**src/rtl/serial_frame_pkg.sv**
```systemverilog
// Shared encodings for the serial frame transmitter: FSM states and line levels.
package serial_frame_pkg;

    typedef enum logic [2:0] {
        IDLE   = 3'd0,
        START  = 3'd1,
        DATA   = 3'd2,
        PARITY = 3'd3,
        STOP   = 3'd4
    } state_t;

    localparam logic LINE_IDLE = 1'b1;
    localparam logic START_BIT = 1'b0;

endpackage

```
**src/rtl/serial_frame_tx_bit_period_cnt.sv**
```systemverilog
// Bit-period timer: tick marks the last clock of each CLKS_PER_BIT-long bit.
module bit_period_cnt #(
    parameter int CLKS_PER_BIT = 1
) (
    input  logic clk,
    input  logic reset_n,
    input  logic clear,
    output logic tick
);

    localparam int CW = $clog2(CLKS_PER_BIT + 1);
    localparam logic [CW-1:0] LAST = CW'(CLKS_PER_BIT - 1);

    logic [CW-1:0] cnt;

    // With one clock per bit LAST is 0, so the counter never leaves 0.
    assign tick = (cnt == LAST);

    always_ff @(posedge clk or negedge reset_n) begin
        if (!reset_n) begin
            cnt <= '0;
        end else if (clear || tick) begin
            cnt <= '0;
        end else begin
            cnt <= cnt + 1'b1;
        end
    end

endmodule

```
**src/rtl/serial_frame_tx.sv**
```systemverilog
// Parallel-to-serial frame transmitter: start bit, data MSB first, optional
// parity, stop bit; each bit held for CLKS_PER_BIT clocks, line idles high.
module serial_frame_tx
    import serial_frame_pkg::*;
#(
    parameter int DATA_W       = 8,
    parameter int CLKS_PER_BIT = 1,
    parameter int PARITY_EN    = 1,
    parameter int PARITY_ODD   = 0
) (
    input  logic              clk,
    input  logic              reset_n,
    input  logic [DATA_W-1:0] tx_data,
    input  logic              tx_valid,
    output logic              tx_ready,
    output logic              sdo,
    output logic              busy,
    output logic              frame_done
);

    localparam int BW = $clog2(DATA_W + 1);
    localparam logic [BW-1:0] LAST_BIT = BW'(DATA_W - 1);

    state_t            state, state_nxt;
    logic [DATA_W-1:0] shreg, shreg_nxt, shifted;
    logic [BW-1:0]     bit_cnt, bit_cnt_nxt;
    logic              par, par_nxt;
    logic              sdo_nxt;
    logic              clear;
    logic              tick;

    bit_period_cnt #(.CLKS_PER_BIT(CLKS_PER_BIT)) u_period (
        .clk     (clk),
        .reset_n (reset_n),
        .clear   (clear),
        .tick    (tick)
    );

    assign tx_ready   = (state == IDLE);
    assign busy       = !tx_ready;
    assign frame_done = (state == STOP) && tick;
    assign shifted    = shreg << 1;

    // sdo is registered one bit ahead: each transition loads the level of the
    // bit that starts on that edge.
    always_comb begin
        state_nxt   = state;
        shreg_nxt   = shreg;
        bit_cnt_nxt = bit_cnt;
        par_nxt     = par;
        sdo_nxt     = sdo;
        clear       = 1'b0;
        case (state)
            IDLE: begin
                if (tx_valid) begin
                    state_nxt   = START;
                    sdo_nxt     = START_BIT;
                    shreg_nxt   = tx_data;
                    bit_cnt_nxt = '0;
                    par_nxt     = (^tx_data) ^ (PARITY_ODD != 0);
                    clear       = 1'b1;
                end
            end
            START: begin
                if (tick) begin
                    state_nxt = DATA;
                    sdo_nxt   = shreg[DATA_W-1];
                end
            end
            DATA: begin
                if (tick) begin
                    if (bit_cnt == LAST_BIT) begin
                        if (PARITY_EN != 0) begin
                            state_nxt = PARITY;
                            sdo_nxt   = par;
                        end else begin
                            state_nxt = STOP;
                            sdo_nxt   = LINE_IDLE;
                        end
                    end else begin
                        shreg_nxt   = shifted;
                        sdo_nxt     = shifted[DATA_W-1];
                        bit_cnt_nxt = bit_cnt + 1'b1;
                    end
                end
            end
            PARITY: begin
                if (tick) begin
                    state_nxt = STOP;
                    sdo_nxt   = LINE_IDLE;
                end
            end
            STOP: begin
                if (tick) begin
                    state_nxt = IDLE;
                    sdo_nxt   = LINE_IDLE;
                end
            end
            default: begin
                state_nxt = IDLE;
                sdo_nxt   = LINE_IDLE;
            end
        endcase
    end

    always_ff @(posedge clk or negedge reset_n) begin
        if (!reset_n) begin
            state   <= IDLE;
            shreg   <= '0;
            bit_cnt <= '0;
            par     <= 1'b0;
            sdo     <= LINE_IDLE;
        end else begin
            state   <= state_nxt;
            shreg   <= shreg_nxt;
            bit_cnt <= bit_cnt_nxt;
            par     <= par_nxt;
            sdo     <= sdo_nxt;
        end
    end

endmodule

```
**config.mk**
```make
export PLATFORM = sky130hd
export DESIGN_NAME = serial_frame_tx
export DESIGN_NICKNAME = d
export VERILOG_FILES = /design/src/rtl/serial_frame_pkg.sv /design/src/rtl/serial_frame_tx_bit_period_cnt.sv /design/src/rtl/serial_frame_tx.sv
export SDC_FILE = /design/constraint.sdc
export NUM_CORES = 1
export LEC_CHECK = 0
export BUFFER_PORTS_ARGS = -buffer_cell sky130_fd_sc_hd__buf_2
export CAP_MARGIN = 40
export CELL_PAD_IN_SITES_DETAIL_PLACEMENT = 0
export CELL_PAD_IN_SITES_GLOBAL_PLACEMENT = 1
export CORE_ASPECT_RATIO = 1.5
export CORE_MARGIN = 10
export CORE_UTILIZATION = 40
export DETAILED_ROUTE_END_ITERATION = 10
export HOLD_SLACK_MARGIN = 0.08
export PLACE_DENSITY_LB_ADDON = 0.08
export RECOVER_POWER = 50
export SETUP_SLACK_MARGIN = 0.5
export SLEW_MARGIN = 10
export SYNTH_ARGS = -nofsm -noshare
export SYNTH_HDL_FRONTEND = slang
export SYNTH_SLANG_ARGS = --single-unit
export TNS_END_PERCENT = 5
```
**constraint.sdc**
```tcl
create_clock -name clk -period 3.05 [get_ports clk]
set_input_delay 0.1525 -clock clk [delete_from_list [all_inputs] [get_ports clk]]
set_output_delay 0.1525 -clock clk [all_outputs]
set_load 0.01 [all_outputs]
```
==> out/results.txt, run 1 <==
status: finished, final reports clean
Worst-path clk slew: 0.10 ns
pwr/cell area: 921 mW/mm^2
DIE WIDTH: 61.2 um
Netlist cell types: 37
total CTS buffers: 3
WHS: 0.120 ns
Initial Util: 41.5%
NetSw: 0.000411 W
FFs w/ async S/R, synth: 100%
Post-Syn Area per Cell: 9.97 sq um
commonest non-fill, non-tap cell in the layout: dfrtp_1
Reg2Reg Depth: 4
Worst Path Max Fanout: 20
vias post-DR: 764
Core Area: 0.00245 sq mm
reg-to-reg slack, setup: 0.87 ns
combinational fraction of design power: 42.2%
first-pass GRT wire length: 3710 um
PortBufs: 14
Avg Vias per Cell: 5.50
synthesized cell area: 0.00102 sq mm
CP max stage delay: 0.83 ns
layout filler cell count: 248
share of power burned in the clock network: 14.2%
post-DP HPWL: 1550 um
Cell Int Power: 0.000621 W
Tmin final: 2.18 ns
clk root buf: clkbuf_4
routed wire length: 2100 um
Setup TNS: 0 ns
final RePlAce weighted congestion: 0.708
EDFF count, synth: 0
Pre-antenna DRT Iters: 2
die height: 81.8 um
worst hold start: tx_data[0]
initial antenna violation count: 0
total die area: 0.00500 sq mm
HP Class: in2reg
most frequent cells in the layout: dfrtp_1, o21ai_0, buf_2
largest area contributor in the netlist: dfrtp_1
Rel. slew slack: 34.6%
initial drt markers: 14
worst hold endpoint: shreg[0]
max_cap viols: 0
critical path required time: 3.22 ns
RSZ-0062 raised after global routing: no
H-tree levels: 1
final hold viol count: 0
Slowest cell on crit path: dfrtp_1
Rows: 22
clock latency on the worst-skew pair: 0.29 ns
Slew @ Worst Pin: 0.981 ns
Worst VDD drop: 0.000402 V
final setup fails: 0
Avg WL per Cell: 15.1 um
startpoint types: flop
CTS tree: yes
Tcrit/Tclk final: 71.6%
Critical Path AT: 2.35 ns
GR Overflow Total: 0
critical path cell sequence: and2b_1 -> a21oi_2 -> or2_1 -> o211ai_1
Reg-to-Reg End: bit_cnt[2]
Mapped Cells: 102
largest net degree at the start of global routing: 21
cell depth of the worst hold path: 2
Yosys reg bits: 18
post-cts resize count: 0
vias in the first global route: 829
antenna viol nets, final: 0
synth warn: 0
share of cells above drive strength 1: 20.0%
Yosys top cell area share: 41.8%
Worst Skew: 0.00258 ns
Synthesized Nets: 114
Top Ports: 15
reg2reg start: state[1]
Setup crit end kind: flop
WS Path Type: reg2reg
DRC viols: 0
Layout area overhead: 10.2%
leakage: 0.498 nW
nets: 128
main area contributors after synthesis: dfrtp_1, mux2i_1, xnor2_1
maximum clock rate: 458 MHz
Sequential Power Share: 43.5%
ANT cells: 0
main flop type after synthesis: dfrtp_1
GRT Overall Usage: 9.69%
Pins Over Slew Limit: 0
Sw Share: 39.8%
Sink Count: 18
Clock Tree Buf Depth: 2
Seq/Total Area, Yosys: 44.4%
## power by group through the flow
stage	logic, W	clock network [W]	registers, W
floorplan	0.000409	0	0.000394
global placement	0.000438	0	0.000453
detailed placement	0.000440	0	0.000457
CTS	0.000445	0.000154	0.000451
global route	0.000498	0.000165	0.000469
finish	0.000436	0.000147	0.000450
## stage by stage
step,worst slack [ns],area [sq um],power [W],cells,util (%)
floorplan,1.55,1020,0.000803,102,-
global placement,0.935,1080,0.000891,134,44.0
detailed placement,0.866,1080,0.000897,134,44.0
CTS,0.846,1120,0.00105,139,45.9
global route,0.635,1120,0.00113,139,45.8
finish,0.867,1120,0.00103,139,45.8
## how the worst max path moves through the flow
stage	from	end	slack [ns]
finish	state[1]	bit_cnt[2]	0.87
global route	state[1]	bit_cnt[0]	0.63
CTS	state[1]	bit_cnt[2]	0.85
detailed placement	state[1]	bit_cnt[2]	0.87
global placement	state[1]	bit_cnt[2]	0.94
floorplan	bit_cnt[0]	bit_cnt[3]	1.55
## layout make-up
type,count,area [sq um],share of cell area (%)
multi-input combinational,76,518,46.2
sequential,18,452,40.3
timing repair buffer,15,77.6,6.92
clock buffer,4,36.3,3.24
tap,24,30.0,2.68
inverter,2,7.51,0.670
## flip-flops by register name, summed over array words and instances (netlist names)
signal	count
state	3
u_period.cnt	1
bit_cnt	4
shreg	8
sdo	1
par	1
## cell usage after synthesis (2+ instances only)
library cell / number
a21o_1: 2
a21oi_1: 3
a21oi_2: 2
buf_2: 2
buf_6: 2
clkbuf_1: 2
dfrtp_1: 17
mux2i_1: 8
nand2_1: 3
nand3b_1: 4
nor2_1: 5
o21ai_0: 12
o21ai_1: 9
xnor2_1: 8
## cells by family after synthesis
group	after synthesis	share of synthesized area, %
DFF	18	44.4
other	1	0.369
AOI/OAI and AO/OA	34	20.2
xor gates and xnor gates	8	6.89
and+or+nand+nor	24	14.4
buffers and inverters	8	4.67
adders and majority gates	1	1.23
muxes	8	7.87
## routing by layer
metal	track usage [%]	wire, um	vias up
met3	2.47	96	2
met4	4.82	17	0
li1	-	-	389
met5	0	0	-
met1	10.2	908	362
met2	17.2	1080	11
## worst max-delay path, delay by kind of cell (launching register included)
kind               cells  cell delay, ns
AOI/OAI and AO/OA      2            0.54
DFF                    1            0.83
and+or+nand+nor        2            0.68
## repair_timing
action                    4_1_cts  5_1_grt
hold endpoints to repair       17        0
buffers inserted                0        0
hold buffers                    1        0
No activity file was read; power rests on OpenSTA's default activity.
==> run 2, diff against run 1 <==
- ABC_AREA: default -> 1
- CORE_UTILIZATION: 40 -> 36
- clock period: 3.05 -> 1.8 ns (I/O delays scaled with it)
==> out/results.txt, run 2 <==
Setup crit end kind: output port
area of the multi-input gates: 596 sq um
most frequent cell after synthesis: nand2_1
global routing usage on met3: 1.90%
PortBufs: 14
leakage: 0.774 nW
GR Overflow Total: 0
clock latency on the worst-skew pair: 0.25 ns
initial antenna violation count: 0
Tmin final: 1.34 ns
status: finished, final reports clean
layout filler cell count: 319
Initial Util: 38.2%
Rel. slew slack: 33.0%
Netlist cell types: 19
Sink Count: 18
pwr/cell area: 1680 mW/mm^2
Worst Path Max Fanout: 3
Avg Vias per Cell: 4.64
Clock Tree Buf Depth: 2
final worst slack: 0.463 ns
WS Path Type: reg2out
maximum clock rate: 748 MHz
DP Worst Slack: 0.330 ns
Layout area overhead: 26.7%
Slew @ Worst Pin: 1.00 ns
Worst-path clk slew: 0.07 ns
Rows: 24
biggest registers after layout: shreg x8, bit_cnt x4, state x3
startpoint types: flop
Commonest cells post-synth: nand2_1, inv_1, dfrtp_1
Synthesized Nets: 177
Yosys reg bits: 18
EDFF count, synth: 0
Post-Syn Area per Cell: 6.88 sq um
main flop type after synthesis: dfrtp_1
FF+latch area: 455 sq um
FFs w/ async S/R, synth: 100%
Tcrit/Tclk final: 74.3%
largest area contributor in the netlist: dfrtp_1
vias in the first global route: 1157
Core Area: 0.00297 sq mm
Mapped Cells: 165
post-DP HPWL: 2010 um
final core occ: 48.4%
Top Ports: 15
vias post-DR: 1067
routed wire length: 2720 um
largest net degree at the start of global routing: 20
initial drt markers: 26
clk root buf: clkbuf_8
first-pass GRT wire length: 4850 um
critical path required time: 1.71 ns
met2 Use GR: 19.0%
max_cap viols: 0
GR peak layer: met2
most flop-heavy register: shreg
final RePlAce weighted congestion: 0.736
Critical Path AT: 1.25 ns
synth warn: 0
Worst VDD drop: 0.000862 V
max FFs per register: 8
Avg WL per Cell: 11.8 um
most frequent cells in the layout: nand2_1, inv_1, dfrtp_1
main area contributors after synthesis: dfrtp_1, nand2_1, inv_1
RSZ-0062 raised after global routing: yes
Setup TNS: 0 ns
HP Class: in2reg
DRC viols: 0
share of cells above drive strength 1: 25.1%
final hold viol count: 0
nets: 204
final setup fails: 0
total CTS buffers: 3
Worst Skew: 0.00153 ns
die height: 88.8 um
DIE WIDTH: 65.8 um
CTS tree: yes
M1 GR Usage: 11.1%
commonest non-fill, non-tap cell in the layout: nand2_1
H-tree levels: 1
Yosys top cell area share: 37.5%
Pre-antenna DRT Iters: 4
Pins Over Slew Limit: 0
GRT Overall Usage: 10.4%
synthesized cell area: 0.00113 sq mm
total die area: 0.00584 sq mm
antenna viol nets, final: 0
ANT cells: 0
Seq/Total Area, Yosys: 39.8%
[run 2: changes by cell type in the layout (fill, tap and decap cells not counted), sizes merged, moves of 3 or more]
cell,previous run,this run
buf,12,22
nand2,3,65
nor2,5,13
inv,2,26
nand3,1,10
a21oi,5,2
nand3b,4,0
mux2i,8,0
xnor2,8,3
[run 2: metal layers]
| layer | part of all wire, % | routed length, um |
|---|---|---|
| met1 | 42 | 1140 |
| met2 | 53 | 1440 |
| met3 | 3.1 | 85 |
| met4 | 1.9 | 53 |
| met5 | 0 | 0 |
[run 2: what timing repair did]
action | in CTS | in global routing
hold buffers | 1 | 0
resized for setup | 7 | 4
hold endpoints to repair | 17 | 0
pin swaps | 5 | 3
setup endpoints to repair | 16 | 18
buffers inserted | 8 | 0
cloned | 1 | 0
[run 2: critical path, stage by stage, from the launching register on]
cell and delay, ns:
dfrtp_2 0.43, buf_4 0.15, buf_4 0.13, nand3_1 0.11
nor2_1 0.05, buf_2 0.13
[run 2: area by class of cell]
cell class / count / share of cell area, %
multi-input cells: 118 / 41.4
flip-flops and latches: 18 / 31.7
repair buffers: 25 / 12.9
inverters: 26 / 6.79
clock buffers: 4 / 3.83
well taps: 39 / 3.39
[run 2: cells by family after synthesis]
| group | count (synthesis) | synth area share (%) |
|---|---|---|
| xor gates and xnor gates | 4 | 3.09 |
| other | 1 | 0.330 |
| buffers and inverters | 29 | 11.0 |
| and+or+nand+nor | 90 | 32.6 |
| AOI/OAI and AO/OA | 22 | 12.0 |
| adders and majority gates | 1 | 1.10 |
| DFF | 18 | 39.8 |
[run 2: worst paths after layout]
check	from	endpoint	slack, ns	depth (start not counted)
setup / recovery	state[2]	frame_done	0.46	5
hold / removal	tx_data[0]	shreg[0]	0.12	3
setup reg to reg	state[2]	bit_cnt[3]	0.46	7
hold reg to reg	sdo	sdo	0.48	2
max in group asynchronous	reset_n	state[1]	0.60	2
min in group asynchronous	reset_n	bit_cnt[2]	0.52	2
[run 2: report_power, final]
part	leakage (nW)	switching [W]	internal (W)
sequential	0.223	0.0000997	0.000579
clock	0.0288	0.000132	0.000194
combinational	0.522	0.000808	0.000600
total	0.774	0.00104	0.00137
[run 2: stage by stage]
stage               total power (W)  hold slack [ns]  cells  cell area, sq um
global route                0.00264            0.157    230              1440
finish                      0.00241            0.124    230              1440
CTS                         0.00242            0.123    230              1430
detailed placement          0.00174           0.0541    216              1240
global placement            0.00171           0.0520    216              1240
floorplan                   0.00152           -0.206    165              1150
==> run 3, diff against run 2 <==
- ABC_AREA: 1 -> 0
- CORE_UTILIZATION: 36 -> 38
- clock period: 1.8 -> 1.1 ns (I/O delays scaled with it)
==> out/results.txt, run 3 (synthesized netlist as in run 1, its figures left out) <==
Avg Vias per Cell: 4.90
Setup TNS: -4.33 ns
clock latency on the worst-skew pair: 0.30 ns
GRT Overall Usage: 9.20%
initial antenna violation count: 0
max_cap viols: 0
max FFs per register: 8
Avg WL per Cell: 13.1 um
status: finished with violations
final setup fails: 18
Top Ports: 15
Finished Layout Cells: 177
pwr/cell area: 2590 mW/mm^2
leakage: 0.650 nW
Worst-path clk slew: 0.11 ns
Tcrit/Tclk final: 135%
PortBufs: 14
Layout area overhead: 37.9%
DP Cell Count: 170
vias post-DR: 867
DRC viols: 0
initial drt markers: 22
biggest registers after layout: shreg x8, bit_cnt x4, state x3
# hold bufs at CTS: 1
Clock Tree Buf Depth: 2
layout filler cell count: 251
routed wire length: 2330 um
antenna viol nets, final: 0
final RePlAce weighted congestion: 0.765
Rows: 22
clk root buf: clkbuf_4
CTS tree: yes
first-pass GRT wire length: 4060 um
maximum clock rate: 673 MHz
HP Class: in2reg
Core Area: 0.00250 sq mm
Sink Count: 18
Worst VDD drop: 0.00136 V
nets: 154
RSZ-0062 raised after global routing: yes
WS Path Type: reg2reg
H-tree levels: 1
die height: 83.4 um
Initial Util: 40.6%
failing checks: negative setup slack
final worst slack: -0.386 ns
final hold viol count: 0
total die area: 0.00519 sq mm
ANT cells: 0
Pins Over Slew Limit: 0
commonest non-fill, non-tap cell in the layout: buf_4
DIE WIDTH: 62.2 um
Tot Pwr: 0.00364 W
post-DP HPWL: 1860 um
largest net degree at the start of global routing: 19
Tmin final: 1.49 ns
startpoint types: flop
Pre-antenna DRT Iters: 4
most flop-heavy register: shreg
GR Overflow Total: 0
share of cells above drive strength 1: 43.3%
vias in the first global route: 943
Worst Skew: 0.00345 ns
Critical Path AT: 1.72 ns
Setup crit end kind: flop
critical path required time: 1.33 ns
most frequent cells in the layout: buf_4, o21ai_1, dfrtp_1
Worst Path Max Fanout: 4
total CTS buffers: 3
## run 3: changes by cell type in the layout (fill, tap and decap cells not counted), sizes merged, moves of 2 or more
cell / delta
mux2i: +8
a21oi: +3
nand4: -2
nor2: -8
xnor2: +5
nand2: -62
nand3: -9
a21o: +2
nand3b: +4
and2b: +2
or2: +2
inv: -24
buf: +17
## run 3: path summary, 6_finish.rpt
kind / slack, ns / startpoint / to / cells after the start
max in group asynchronous: 0.52 / reset_n / sdo / 2
worst min register to register: 0.51 / shreg[1] / shreg[1] / 2
min in group asynchronous: 0.23 / reset_n / u_period.cnt / 2
worst max-delay path: -0.39 / bit_cnt[0] / bit_cnt[3] / 5
worst max register to register: -0.39 / bit_cnt[0] / bit_cnt[3] / 5
worst min-delay path: 0.03 / tx_data[0] / shreg[0] / 2
## run 3: critical path, cell delays in order, from the launching register on
cell      delay [ns]
dfrtp_1         0.40
ha_2            0.19
nand3b_1        0.14
a21oi_2         0.09
or4_4           0.48
a21oi_2         0.12
## run 3: layer usage
layer	part of all wire (%)	GRT usage (%)	vias up
li1	-	-	439
met1	42	10.0	412
met2	54	16.8	12
met3	2.5	2.02	4
met4	1.3	3.12	0
met5	0	0	-
## run 3: area by class of cell
class	instances	area [sq um]	area share, %
multi-input cells	76	562	40.1
flip-flops and latches	18	453	32.3
repair buffers	41	299	21.3
well taps	36	45.0	3.21
inverters	2	7.51	0.535
clock buffers	4	36.3	2.59
## run 3: report_power, final
part	switching, W	total (W)	internal [W]
registers	0.000176	0.00112	0.000947
clock network	0.000214	0.000416	0.000202
logic	0.000942	0.00210	0.00116
## run 3: timing repair
item	in CTS	in global routing
endpoints found under the hold margin	26	1
setup buffers	2	0
gates resized for setup	15	10
setup endpoints to repair	21	21
pin swaps	16	4
## run 3: per-stage QoR
stage               hold slack [ns]  setup slack (ns)  cell area, sq um  util (%)
floorplan                    -0.241            -0.342              1020         -
CTS                          0.0267            -0.408              1380      55.0
finish                       0.0251            -0.386              1400      56.0
global placement             0.0119            -0.437              1270      50.9
global route                 0.0266            -0.482              1400      56.0
detailed placement           0.0187            -0.454              1270      50.9
